$ cat src/rtl/tim_arbiter.sv
// rtl/tim_arbiter.sv - two-requester arbiter in front of a single-cycle TIM port
//
// Purpose: shares one TIM port between two requesters. Each requester issues
// 1-cycle mem_valid pulses. A request that loses a tie is parked in that
// requester's pending buffer and issued on a later cycle. Ties alternate
// between the requesters. Requests outside the TIM window never reach the TIM
// and are answered with an error response on the next cycle.
//
// Ports:
//   clock     - single clock; all state changes on its rising edge
//   reset     - asynchronous, active-low reset
//   req0_in   - requester 0 request (mem_valid pulse, addr, wdata, wstrb)
//   req0_out  - requester 0 response (mem_ready, mem_error, mem_rdata)
//   req1_in   - requester 1 request
//   req1_out  - requester 1 response
//   tim_in    - request to the shared TIM; driven in the grant cycle
//   tim_out   - TIM response; mem_ready one cycle after an accepted mem_valid

package tim_arbiter_pkg;
   typedef struct packed {
      logic        mem_valid;
      logic [31:0] mem_addr;
      logic [63:0] mem_wdata;
      logic [7:0]  mem_wstrb;
   } mem_in_type;

   typedef struct packed {
      logic        mem_ready;
      logic        mem_error;
      logic [63:0] mem_rdata;
   } mem_out_type;
endpackage

module tim_arbiter
   import tim_arbiter_pkg::*;
#(
   parameter int unsigned TIM_DEPTH = 1024,
   parameter int unsigned TIM_WIDTH = 1,
   parameter logic [31:0] TIM_BASE  = 32'h0008_0000,
   parameter logic [31:0] TIM_SIZE  = TIM_DEPTH * TIM_WIDTH * 8
) (
   input  logic        clock,
   input  logic        reset,
   input  mem_in_type  req0_in,
   output mem_out_type req0_out,
   input  mem_in_type  req1_in,
   output mem_out_type req1_out,
   output mem_in_type  tim_in,
   input  mem_out_type tim_out
);

   // One extra bit so that a window ending at 2**32 does not wrap.
   localparam logic [32:0] WIN_LO = {1'b0, TIM_BASE};
   localparam logic [32:0] WIN_HI = {1'b0, TIM_BASE} + {1'b0, TIM_SIZE};

   mem_in_type  req_in   [2];
   mem_in_type  pend_q   [2];
   mem_in_type  cand_req [2];
   mem_out_type rsp      [2];

   logic [1:0] pend_v;
   logic [1:0] err_sched;
   logic       last_grant;
   logic       owner;
   logic       inflight;

   logic [1:0] fresh;
   logic [1:0] in_win;
   logic [1:0] cand;
   logic       gnt_v;
   logic       gnt_id;

   assign req_in[0] = req0_in;
   assign req_in[1] = req1_in;

   always_comb begin
      for (int p = 0; p < 2; p++) begin
         // A port with a parked request ignores new pulses. A port that is
         // receiving its response this cycle is free again, which is what
         // allows back-to-back issue. Pulses during reset are dropped.
         fresh[p]    = reset && req_in[p].mem_valid && !pend_v[p];
         in_win[p]   = ({1'b0, req_in[p].mem_addr} >= WIN_LO) &&
                       ({1'b0, req_in[p].mem_addr} <  WIN_HI);
         cand[p]     = pend_v[p] || (fresh[p] && in_win[p]);
         cand_req[p] = pend_v[p] ? pend_q[p] : req_in[p];
      end

      gnt_v  = |cand;
      // On a tie the requester that did not win last time gets the slot.
      gnt_id = (&cand) ? ~last_grant : cand[1];

      tim_in = '0;
      if (gnt_v) begin
         tim_in           = cand_req[gnt_id];
         tim_in.mem_valid = 1'b1;
      end
   end

   always_ff @(posedge clock or negedge reset) begin
      if (!reset) begin
         pend_v     <= '0;
         pend_q[0]  <= '0;
         pend_q[1]  <= '0;
         err_sched  <= '0;
         last_grant <= 1'b1;
         owner      <= 1'b0;
         inflight   <= 1'b0;
      end else begin
         inflight <= gnt_v;
         if (gnt_v) begin
            owner      <= gnt_id;
            last_grant <= gnt_id;
         end
         for (int p = 0; p < 2; p++) begin
            err_sched[p] <= fresh[p] && !in_win[p];
            if (gnt_v && (gnt_id == 1'(p))) begin
               pend_v[p] <= 1'b0;
            end else if (fresh[p] && in_win[p]) begin
               pend_v[p] <= 1'b1;
               pend_q[p] <= req_in[p];
            end
         end
      end
   end

   // Responses are steered from the registered owner. The TIM return and an
   // error response can never target the same port in one cycle, because an
   // out-of-range pulse is only taken from a port with nothing parked.
   always_comb begin
      for (int p = 0; p < 2; p++) begin
         rsp[p] = '0;
         if (inflight && (owner == 1'(p))) begin
            rsp[p].mem_ready = tim_out.mem_ready;
            rsp[p].mem_error = tim_out.mem_error;
            rsp[p].mem_rdata = tim_out.mem_rdata;
         end else if (err_sched[p]) begin
            rsp[p].mem_ready = 1'b1;
            rsp[p].mem_error = 1'b1;
         end
      end
   end

   assign req0_out = rsp[0];
   assign req1_out = rsp[1];

endmodule

$ cat config.mk
export PLATFORM = sky130hd
export DESIGN_NAME = tim_arbiter
export DESIGN_NICKNAME = d
export VERILOG_FILES = /design/src/rtl/tim_arbiter.sv
export SDC_FILE = /design/constraint.sdc
export NUM_CORES = 1
export LEC_CHECK = 0
export BUFFER_PORTS_ARGS = -buffer_cell sky130_fd_sc_hd__buf_4
export CAP_MARGIN = 10
export CORE_ASPECT_RATIO = 1.25
export CORE_MARGIN = 4
export CORE_UTILIZATION = 29
export DETAILED_ROUTE_END_ITERATION = 6
export PLACE_DENSITY = 0.55
export SKIP_LAST_GASP = 1
export SLEW_MARGIN = 15
export SYNTH_ARGS = -nofsm -noshare
export SYNTH_HDL_FRONTEND = slang
export SYNTH_SLANG_ARGS = --single-unit
$ cat constraint.sdc
create_clock -name clock -period 5.3 [get_ports clock]
set_input_delay 0 -clock clock [delete_from_list [all_inputs] [get_ports clock]]
set_output_delay 0 -clock clock [all_outputs]
set_load 0.01 [all_outputs]
# Word-level counts from Yosys, hierarchy flattened
# Index checks and enable logic that the tools add are counted.
# word_totals
reg_bits	215
inputBits	278
out_inout_bits	237
wordCells	66
# op_classes
order_cmp	5
n_mux	17
bitwise_logic	6
reduce_logical	26
# op_table
cell	count
$mux 104	5
$mux 64	2
$mux 105	1
$ge 32x20->1 const B	2
$lt 32x20->1 const B	2
$logic_and 1x1->1	14
$mux 2	4
$reduce_and 2->1	3
$mux 1	5
$not 1->1	5
$logic_not 1->1	4
$reduce_bool 2->1	2
$ge 2x2->1 const B	1
$logic_or 1x1->1	2
$not 1->2	1
$reduce_or 2->1	1

# Logic depth before layout (Yosys ltp)
# Gate-level depths: netlist (run 1).
# logic_depth
depth_word	11
depth_mapped	9
depth_no_buf	5

# Worst setup path after synthesis (run 1)
# Ideal clock, no wire load.
# synth_timing
path_type	reg-to-reg
from	register last_grant
to	register pend_q[0] (netlist name)
setup_ps	125
arrival_time_ps	2113
required_ps	5175
setup_slack_ps	3062
stages_incl_launch_ff	8
path_buffers	3
synth_period_minus_slack_ps	2238
cell_sequence	dfstp_2 > inv_1 > o41a_1 > or4_1 > buf_2 > buf_6 > buf_6 > mux2_4
# synth_between
elab_chain_cells	5
# synth_lines
element	line_no	text
start, declared	63	logic last_grant;
start signal, assigned	112	last_grant <= gnt_id;
$not 1->1	90	gnt_id = (&cand) ? ~last_grant : cand[1];
$mux 1	90	
$logic_and 1x1->1	116	if (gnt_v && (gnt_id == 1'(p))) begin
$not 1->1 (no source line)	n/a	
$reduce_and 2->1 (no source line)	n/a	
end signal, assigned by index	120	pend_q[p] <= req_in[p];
end, declared	57	mem_in_type pend_q [2];
# No other way between the ends.
# A chain may end at the register's enable or synchronous reset.

==> summary.md, run 1 <==
| Metric | Value |
|---|---|
| Remaining Overflow, GRT | `0` |
| WL met3 | `around 4.8 mm` |
| DR iter-0 viols | `431` |
| Clk network pwr share | `a little under half` |
| Mapped Nets | `around 1200` |
| I/O pins | `515` |
| RSZ-0062 raised after global routing | `no` |
| Seq cells post-synth | `215` |
| Synthesized area per cell | `12.0 um2` |
| Worst Setup Start Kind | `flip-flop` |
| Setup TNS | `0 ns` |
| First-pass GRT wire length | `just over 70 mm` |
| Reg2reg path depth | `6` |
| Crit-path cells | `buf_4, and2_1, a22o_1, buf_4` |
| Crit end category | `output port` |
| H-tree levels | `1` |
| VDD IR max | `0.000192 V` |
| Switching Power | `0.000849 W` |
| HP Class | `in2async` |
| Clock Latency Late Sink | `around 0.54 ns` |
| WS Path Type | `reg2out` |
| Sink Count | `215` |
| Via count | `10590` |
| Int Pwr | `between 0.002 and 0.003 W` |
| Area grow syn2layout | `59.0%` |
| TritonCTS clock tree | `yes` |
| Port Buffers | `514` |
| Outcome | `finished, final reports clean` |
| Initial antenna violation count | `27` |
| Finish-stage setup viols | `0` |
| YS warnings | `0` |
| Post-route ant nets | `0` |
| Post-CTS setup buffer count | `0` |
| Commonest non-fill, non-tap cell in the layout | `buf_4` |
| Die extent in x | `187 um` |
| P per Cell Area | `a little over 200 nW/um2` |
| Die area | `43400 um2` |
| TritonCTS Buffers | `24` |
| Met2 wire len | `24.2 mm` |
| Root Buffer | `clkbuf_16` |
| CTS max path bufs | `3` |
| Layout cells sized above 1 | `44.6%` |
| Clk slew on worst S/H paths | `0.06 ns` |
| Syn Std Cell Area | `between 10000 and 15000 um2` |
| Most frequent cells in the layout | `525 x buf_4, 210 x dfrtp_1, 175 x dlygate4sd3_1` |
| Critical Path Most Common Cell | `buf_4` |
| Worst path max stage delay | `0.91 ns` |
| EDFF count, synth | `0` |
| Post-Synthesis Cells | `968` |
| Clock skew | `0.0279 ns` |
| Post-CTS resize count | `0` |
| Vias in the first global route | `roughly 11000` |
| Placer Congestion | `0.863` |
| CP required | `5.30 ns` |
| Fin nets | `~1900` |
| LEAKAGE | `9.34 nW` |
| Crit Reg-Reg Startpoint | `pend_v[0]` |
| DR WL/cell | `23.3 um` |
| Tot GR Track Use | `21.9%` |
| Starting density of the core | `between 20% and 30%` |
| Post-synthesis sequential area ratio | `a little under half` |
| Comb power frac | `around a tenth` |
| Dpl hpwl | `36.0 mm` |
| Top delay family on crit path | `buffers and inverters` |
| Top sig layer | `met5` |
| M1 WL | `18.4 mm` |
| CP Max Fanout | `49` |
| Final Hold Vio Count | `0` |
| Critical path depth in cells | `4` |
| Final period utilization | `69.4%` |
| # rows | `a little over 80` |
| F_max | `0.272 GHz` |
| Worst reg2reg path endpoint | `pend_q[10]` |
| Drt drc | `0` |
| Asr flop ratio synth | `100%` |
| Unique masters post-synth | `32` |
| Setup crit start | `pend_v[1]` |
| Worst slew pin tran | `1.10 ns` |
| Max-cap viol count | `0` |
| Max-slew violations | `0` |
| Switching power share of the total | `a little under a quarter` |
| Largest net degree at the start of global routing | `83` |
| Tmin final | `3.68 ns` |
| Vias per cell | `between 4 and 5` |
| Placed inst area | `15900 um2` |
| Worst Path Arrival | `3.68 ns` |
| Worst path bufs/invs | `2` |
| Core area | `just under 40000 um2` |
| End of the critical path | `tim_in[87]` |
| Relative slew slack | `26.2%` |
| Finished layout cell area | `~18000 um2` |
| DRT Pass-1 Iters | `4` |
| CP max-delay cell | `dfrtp_4` |
| Detailed Route WL | `around 50 mm` |
| Reg power frac | `43.9%` |
| Reg-to-reg slack, setup | `1.91 ns` |
| DIE HEIGHT | `232 um` |
| Most used flip-flop cell after synthesis | `dfrtp_1` |
| DP Cell Count | `between 1500 and 2000` |
| Non-Filler Instances | `2137` |
-- routing by layer --
layer | vias to the layer above | track usage, %
li1 | 4822 | -
met1 | 5233 | 24.3
met2 | 404 | 37.3
met3 | 113 | 8.51
met4 | 18 | 9.78
met5 | - | 0
-- kinds of logic (layout without fill, tap and decap cells) --
family | after synthesis | count (layout) | synth area share, %
AOI/OAI and AO/OA | 110 | 110 | 6.45
buffers and inverters | 91 | 748 | 3.47
muxes | 342 | 342 | 32.9
other | 0 | 14 | 0
and+or+nand+nor | 210 | 210 | 10.9
DFF | 215 | 215 | 46.3
-- metrics by stage --
stage          hold slack [ns]  total power, W  worst slack (ns)  util, %
6_report                0.0446         0.00374              1.62     47.0
2_1_floorplan           -0.296         0.00172              3.06        -
3_3_place_gp            0.0578         0.00196              1.85     40.4
5_1_grt                 0.0948         0.00390              1.43     47.0
3_5_place_dp            0.0628         0.00196              1.80     40.4
4_1_cts                 0.0589         0.00381              1.54     46.8
-- how the worst min path moves through the flow --
stage               start           end  slack (ns)  cells past startpoint
finish              reset    pend_q[57]        0.04                      2
global placement    reset    pend_q[49]        0.06                      1
CTS                 reset    pend_q[51]        0.06                      2
global route        reset    pend_q[57]        0.09                      2
detailed placement  reset    pend_q[51]        0.06                      1
floorplan           reset  err_sched[0]       -0.30                      0
-- layout make-up --
class | instances | area, um2
Antenna cell | 14 | 35.0
Clock buffer | 38 | 703
Clock inverter | 5 | 91.3
Fill cell | 3707 | 20800
Inverter | 2 | 7.51
Multi-Input combinational cell | 662 | 5880
Sequential cell | 215 | 5390
Tap cell | 498 | 623
Timing Repair Buffer | 703 | 5760
-- power by group through the flow --
stage,Sequential [W],Clock (W),Combinational [W]
global placement,0.00167,0,0.000288
CTS,0.00164,0.00177,0.000403
global route,0.00164,0.00183,0.000432
detailed placement,0.00167,0,0.000292
finish,0.00164,0.00170,0.000397
floorplan,0.00167,0,0.0000454
-- synth_stat cells (2+ instances only) --
cell type	n	area [um2]
mux2_2	100	1130
mux2i_1	172	1720
a22o_1	18	158
buf_1	13	48.8
nor2_1	7	26.3
nand2b_1	5	31.3
mux2_1	20	225
nand2_1	13	48.8
nor4_1	6	37.5
and2_1	102	638
buf_2	10	50.1
buf_6	6	67.6
inv_1	2	7.51
clkbuf_1	59	221
o41a_1	2	22.5
dfrtp_1	214	5360
nand3_1	5	25.0
and3_1	64	400
mux2_4	50	751
nor3_1	3	15.0
o22ai_1	86	538
-- registers in the layout, summed over array words and instances, names as in the netlist --
signal and flops:
inflight 1, last_grant 1, pend_v 2, owner 1
pend_q 208, err_sched 2
-- repair_timing --
item / CTS / global route
endpoints found under the setup margin: 0 / 0
endpoints found under the hold margin: 251 / 0
hold buffers: 175 / 0
Power figures use the tool's default switching activity.
==> inputs of run 2 (changes only) <==
==> constraint.sdc (replaced) <==
create_clock -name clock -period 3.7 [get_ports clock]
set_input_delay 0 -clock clock [delete_from_list [all_inputs] [get_ports clock]]
set_output_delay 0 -clock clock [all_outputs]
set_load 0.01 [all_outputs]
==> run 2 against run 1 <==
  * Routed wire length grew 1.1%
  * First-iteration DRC count grew 15%
  * Sequential share of layout area shrank 0.21 points
  * Die area is the same
  * Worst setup slack lost 1.0 ns
  * Cell count grew 0.37%
  * Power grew 46%
  * Critical path depth grew 1
  * Non-clock buffer count grew 4
  * Combinational power grew 45%
==> summary.md, run 2 (synthesis results as in run 1) <==
| Metric | Value |
|---|---|
| Outcome | `finished, final reports clean` |
| TritonCTS clock tree | `yes` |
| Initial antenna violation count | `26 (-3.7%)` |
| Reg2reg path depth | `5 (-1)` |
| Worst Setup Start Kind | `flip-flop` |
| Final Hold Vio Count | `0 (unchanged)` |
| Tot Pwr | `0.00548 W (+46%)` |
| Vias in the first global route | `11211 (+0.48%)` |
| Hold Slack | `0.0425 ns (-0.00210 ns)` |
| Area grow syn2layout | `60.2%` |
| Drt drc | `0 (unchanged)` |
| CP required | `3.70 ns (-1.60 ns)` |
| DRT Pass-1 Iters | `4 (unchanged)` |
| Tmin final | `3.08 ns` |
| Clock skew | `0.0170 ns (-0.0109 ns)` |
| LEAKAGE | `9.43 nW (+0.98%)` |
| Biggest regs | `pend_q x208, err_sched x2, pend_v x2` |
| HP Class | `in2async` |
| Commonest non-fill, non-tap cell in the layout | `buf_4` |
| Vias per cell | `4.91 (-0.92%)` |
| I/O pins | `515 (unchanged)` |
| Layout cells sized above 1 | `45.2% (+0.66 points)` |
| CTS max path bufs | `3 (unchanged)` |
| Die extent in x | `187 um (unchanged)` |
| Placer Congestion | `0.907 (+5.0%)` |
| First-pass GRT wire length | `73.4 mm (+1.5%)` |
| Max FFs per register | `208 (unchanged)` |
| Dpl ws | `1.08 ns (-0.723 ns)` |
| Footprint of the multi-input gates | `5880 um2 (unchanged)` |
| Finish-stage setup viols | `0 (unchanged)` |
| FF+latch area | `5390 um2 (unchanged)` |
| Clock Latency Late Sink | `0.54 ns (about the same)` |
| WS Path Type | `reg2out` |
| P per Cell Area | `294 nW/um2 (+45%)` |
| DIE HEIGHT | `232 um (unchanged)` |
| Max-slew violations | `0 (unchanged)` |
| Worst setup margin | `0.620 ns (-1.00 ns)` |
| Die area | `43400 um2 (unchanged)` |
| Tot GR Track Use | `22.2% (+0.30 points)` |
| Via count | `10532 (-0.55%)` |
| Final period utilization | `83.2%` |
| Remaining Overflow, GRT | `0 (unchanged)` |
| Largest net degree at the start of global routing | `147 (+77%)` |
| Relative slew slack | `27.4% (+1.2 points)` |
| Post-CTS setup buffer count | `0 (unchanged)` |
| Starting density of the core | `29.6% (unchanged)` |
| # rows | `81 (unchanged)` |
| Post-route ant nets | `0 (unchanged)` |
| DR iter-0 viols | `497 (+15%)` |
| DR WL/cell | `23.5 um (+0.70%)` |
| Fin nets | `1891 (+0.27%)` |
| CP Max Fanout | `48 (-2.0%)` |
| Port Buffers | `514 (unchanged)` |
| H-tree levels | `1 (unchanged)` |
| Sink Count | `215 (unchanged)` |
| Dpl hpwl | `36.4 mm (+0.86%)` |
| Layout fillers | `3613 (-2.5%)` |
| Setup TNS | `0 ns (unchanged)` |
| Clk slew on worst S/H paths | `0.06 ns (about the same)` |
| TritonCTS Buffers | `25 (+4.2%)` |
| Core area | `39300 um2 (unchanged)` |
| F_max | `0.325 GHz` |
| VDD IR max | `0.000351 V (+82%)` |
| Root Buffer | `clkbuf_16` |
| Worst Path Arrival | `3.08 ns (-0.60 ns)` |
| Crit end category | `output port` |
| Worst slew pin tran | `1.09 ns (-0.0154 ns)` |
| Max-cap viol count | `0 (unchanged)` |
| Most frequent cells in the layout | `525 x buf_4, 210 x dfrtp_1, 175 x dlygate4sd3_1` |
| Most flop-heavy register | `pend_q` |
| RSZ-0062 raised after global routing | `no` |
| Detailed Route WL | `50.4 mm (+1.1%)` |
## run 2: cell count changes in the layout (fill, tap and decap cells not counted), moves of 2 or more
cell,delta
buf_12,+5
clkbuf_1,-8
clkbuf_8,+3
clkinv_2,+6
clkinvlp_4,-2
diode_2,+3
## run 2: worst max-delay path, stage by stage, from the launching register on
cell and delay, ns:
dfrtp_4 0.41, buf_4 0.62, buf_4 0.82, mux2i_1 0.33, o22ai_1 0.12, buf_4 0.20
## run 2: report_power, final
group | switching [W] | internal [W]
combinational | 0.000220 | 0.000355
clock | 0.00102 | 0.00153
sequential | 0.000000444 | 0.00235
total | 0.00124 | 0.00424
## run 2: repair_timing
item,CTS,global route
hold buffers,176,0
setup endpoints to repair,0,0
hold endpoints to repair,241,0
resized for setup,0,0
## run 2: per-stage QoR
stage / area, um2 / util, % / std cells
after floorplan: 11600 / - / 968
after global placement: 16000 / 40.6 / 1908
after detailed placement: 16000 / 40.6 / 1908
after CTS: 18600 / 47.2 / 2128
after global routing: 18600 / 47.3 / 2133
final: 18600 / 47.3 / 2145
## run 2: path summary, 6_finish.rpt
path | start | endpoint | slack, ns
worst min-delay path | reset | pend_q[163] | 0.04
worst max register to register | pend_v[0] | pend_q[5] | 1.09
worst min register to register | pend_q[91] | pend_q[91] | 0.48
min in group clock | req1_in[88] | pend_v[1] | 0.10
max in group asynchronous | reset | pend_q[191] | 2.17
worst max-delay path | pend_v[0] | tim_in[68] | 0.62
## run 2: final cells by class
cell class	count	share of cell area (%)
multi-input combinational	662	31.6
timing repair buffer	707	31.3
clock inverter	10	0.578
clock buffer	34	3.97
tap	498	3.35
inverter	2	0.0403
antenna	17	0.228
sequential	215	29.0
## run 2: per-layer routing
| layer | global-route usage, % | vias to the layer above | wire length, um |
|---|---|---|---|
| li1 | - | 4840 | - |
| met1 | 23.8 | 5191 | 18300 |
| met2 | 39.1 | 398 | 25000 |
| met3 | 10.2 | 89 | 5340 |
| met4 | 6.96 | 14 | 1720 |
| met5 | 0 | - | 113 |
==> inputs of run 3 (changes only) <==
==> constraint.sdc (replaced) <==
create_clock -name clock -period 2.9 [get_ports clock]
set_input_delay 0 -clock clock [delete_from_list [all_inputs] [get_ports clock]]
set_output_delay 0 -clock clock [all_outputs]
set_load 0.01 [all_outputs]
==> run 3 against run 2 <==
  * Sequential power rose by 28%
  * Combinational power rose by 26%
  * Cell count fell by 0.19%
  * Critical path depth rose by 1
  * First-iteration DRC count fell by 23%
  * Non-clock buffer count rose by 1
  * Clock power rose by 22%
  * Core utilization fell by 0.080 points
  * Global-route usage fell by 0.18 points
  * Die area did not move
  * Clock skew fell by 0.0085 ns
==> summary.md, run 3 (synthesis results as in run 1) <==
| Metric | Value |
|---|---|
| Outcome | `finished, final reports clean` |
| Relative slew slack | `34.5% (+7.1 points)` |
| Starting density of the core | `29.6% (unchanged)` |
| Final period utilization | `94.8%` |
| TritonCTS Buffers | `25 (unchanged)` |
| Core area | `39300 um2 (unchanged)` |
| Hold path depth | `5` |
| DRT Pass-1 Iters | `4 (unchanged)` |
| DR iter-0 viols | `384 (-23%)` |
| Sink Count | `215 (unchanged)` |
| Worst slew pin tran | `0.982 ns (-0.107 ns)` |
| Root Buffer | `clkbuf_16` |
| Most flop-heavy register | `pend_q` |
| DIE HEIGHT | `232 um (unchanged)` |
| H-tree levels | `1 (unchanged)` |
| Reg2reg path depth | `5 (unchanged)` |
| Layout cells sized above 1 | `45.0% (-0.24 points)` |
| F_max | `0.364 GHz` |
| Worst setup margin | `0.149 ns (-0.471 ns)` |
| Die extent in x | `187 um (unchanged)` |
| Area grow syn2layout | `59.9%` |
| Biggest regs | `pend_q x208, err_sched x2, pend_v x2` |
| TritonCTS clock tree | `yes` |
| Top delay family on crit path | `compound AO/OA/AOI/OAI gates` |
| Critical path depth in cells | `6 (+1)` |
| Remaining Overflow, GRT | `0 (unchanged)` |
| Worst Setup Start Kind | `flip-flop` |
| Clock skew | `0.00853 ns (-0.00850 ns)` |
| Final Hold Vio Count | `0 (unchanged)` |
| RSZ-0062 raised after global routing | `no` |
| CP required | `2.90 ns (-0.80 ns)` |
| Tmin final | `2.75 ns` |
| Clock Latency Late Sink | `0.53 ns (about the same)` |
| Worst path max stage delay | `0.52 ns (-0.30 ns)` |
| Vias per cell | `4.95 (+0.81%)` |
| Post-route ant nets | `0 (unchanged)` |
| Layout fillers | `3627 (+0.39%)` |
| Clk slew on worst S/H paths | `0.06 ns (about the same)` |
| Detailed Route WL | `49.9 mm (-1.1%)` |
| Final core utilization | `47.3% (-0.080 points)` |
| Initial antenna violation count | `23 (-12%)` |
| Max FFs per register | `208 (unchanged)` |
| CP Max Fanout | `27 (-44%)` |
| CTS max path bufs | `3 (unchanged)` |
| LEAKAGE | `9.41 nW (-0.22%)` |
| Port Buffers | `514 (unchanged)` |
| Commonest non-fill, non-tap cell in the layout | `buf_4` |
| Die area | `43400 um2 (unchanged)` |
| DR WL/cell | `23.3 um (-0.96%)` |
| Post-CTS setup buffer count | `0 (unchanged)` |
| Drt drc | `0 (unchanged)` |
| P per Cell Area | `368 nW/um2 (+25%)` |
| Dpl ws | `0.269 ns (-0.813 ns)` |
| Worst path bufs/invs | `2 (-1)` |
| VDD IR max | `0.000424 V (+21%)` |
| # rows | `81 (unchanged)` |
| Max-slew violations | `0 (unchanged)` |
| Finish-stage setup viols | `0 (unchanged)` |
| Crit-path cells | `nand3b_1, o41a_1, nand2b_4, buf_6, o22ai_1, buf_4` |
| Largest net degree at the start of global routing | `145 (-1.4%)` |
| I/O pins | `515 (unchanged)` |
| CP max-delay cell | `o41a_1` |
| Most frequent cells in the layout | `522 x buf_4, 210 x dfrtp_1, 175 x dlygate4sd3_1` |
| Setup TNS | `0 ns (unchanged)` |
| Max-cap viol count | `0 (unchanged)` |
| Fin nets | `1892 (+0.053%)` |
| Tot GR Track Use | `22.0% (-0.18 points)` |
| Crit end category | `output port` |
| Placer Congestion | `0.909 (+0.23%)` |
| Vias in the first global route | `11371 (+1.4%)` |
| Worst Path Arrival | `2.75 ns (-0.33 ns)` |
| HP Class | `in2reg` |
| WS Path Type | `reg2out` |
| First-pass GRT wire length | `73.3 mm (about the same)` |
| Dpl hpwl | `36.5 mm (+0.53%)` |
| Via count | `10598 (+0.63%)` |
run 3: cell types whose count changed in the layout (fill, tap and decap cells not counted), sizes merged:
| cell | before | now |
|---|---|---|
| diode | 17 | 11 |
| clkinv | 7 | 4 |
| buf | 532 | 533 |
| bufinv | 2 | 1 |
| clkbuf | 34 | 39 |
run 3: timing repair:
action / 4_1_cts / 5_1_grt
setup endpoints to repair: 59 / 37
gates resized for setup: 4 / 2
endpoints found under the hold margin: 315 / 0
hold buffers: 175 / 0
run 3: metrics by stage:
step	area [um2]	power, W	hold slack (ns)	std cells
5_1_grt	18600	0.00713	0.0944	2134
4_1_cts	18500	0.00696	0.0451	2130
3_5_place_dp	16000	0.00359	0.228	1910
2_1_floorplan	11600	0.00314	-0.296	968
3_3_place_gp	16000	0.00358	0.225	1910
6_report	18600	0.00684	0.0820	2141
run 3: metal layers:
layer | part of all wire, % | global-route usage [%]
met1 | 37 | 24.2
met2 | 49 | 38.2
met3 | 9.6 | 8.54
met4 | 4.5 | 8.99
met5 | 0.23 | 0
run 3: path summary, 6_finish.rpt:
kind	startpoint	endpoint	slack [ns]
worst max-delay path	pend_v[0]	tim_in[59]	0.15
worst min-delay path	req0_in[94]	pend_v[1]	0.08
worst max register to register	pend_v[0]	pend_q[5]	0.27
worst min register to register	pend_q[196]	pend_q[196]	0.46
max in group asynchronous	reset	pend_v[1]	1.08
min in group asynchronous	reset	pend_q[0]	0.30
run 3: cell type report:
type	instances	area (um2)	share of cell area, %
multi-input combinational	662	5890	31.7
timing repair buffer	708	5850	31.5
sequential	215	5390	29.0
clock buffer	39	738	3.97
tap	498	623	3.35
clock inverter	6	62.6	0.337
antenna	11	27.5	0.148
inverter	2	7.51	0.0404
run 3: report_power, final:
group	leakage, nW	switching (W)	total, W	internal, W
Combinational	6.02	0.000277	0.000727	0.000450
Clock	0.395	0.00128	0.00311	0.00183
Sequential	2.99	0.000000700	0.00300	0.00300
run 3: worst reg2reg max path, delay by kind of cell (launching register included):
kind,cells,cell delay [ns]
mux,1,0.38
compound gates,1,0.52
simple gates,2,0.86
flops,1,0.48
buf+inv,1,0.27
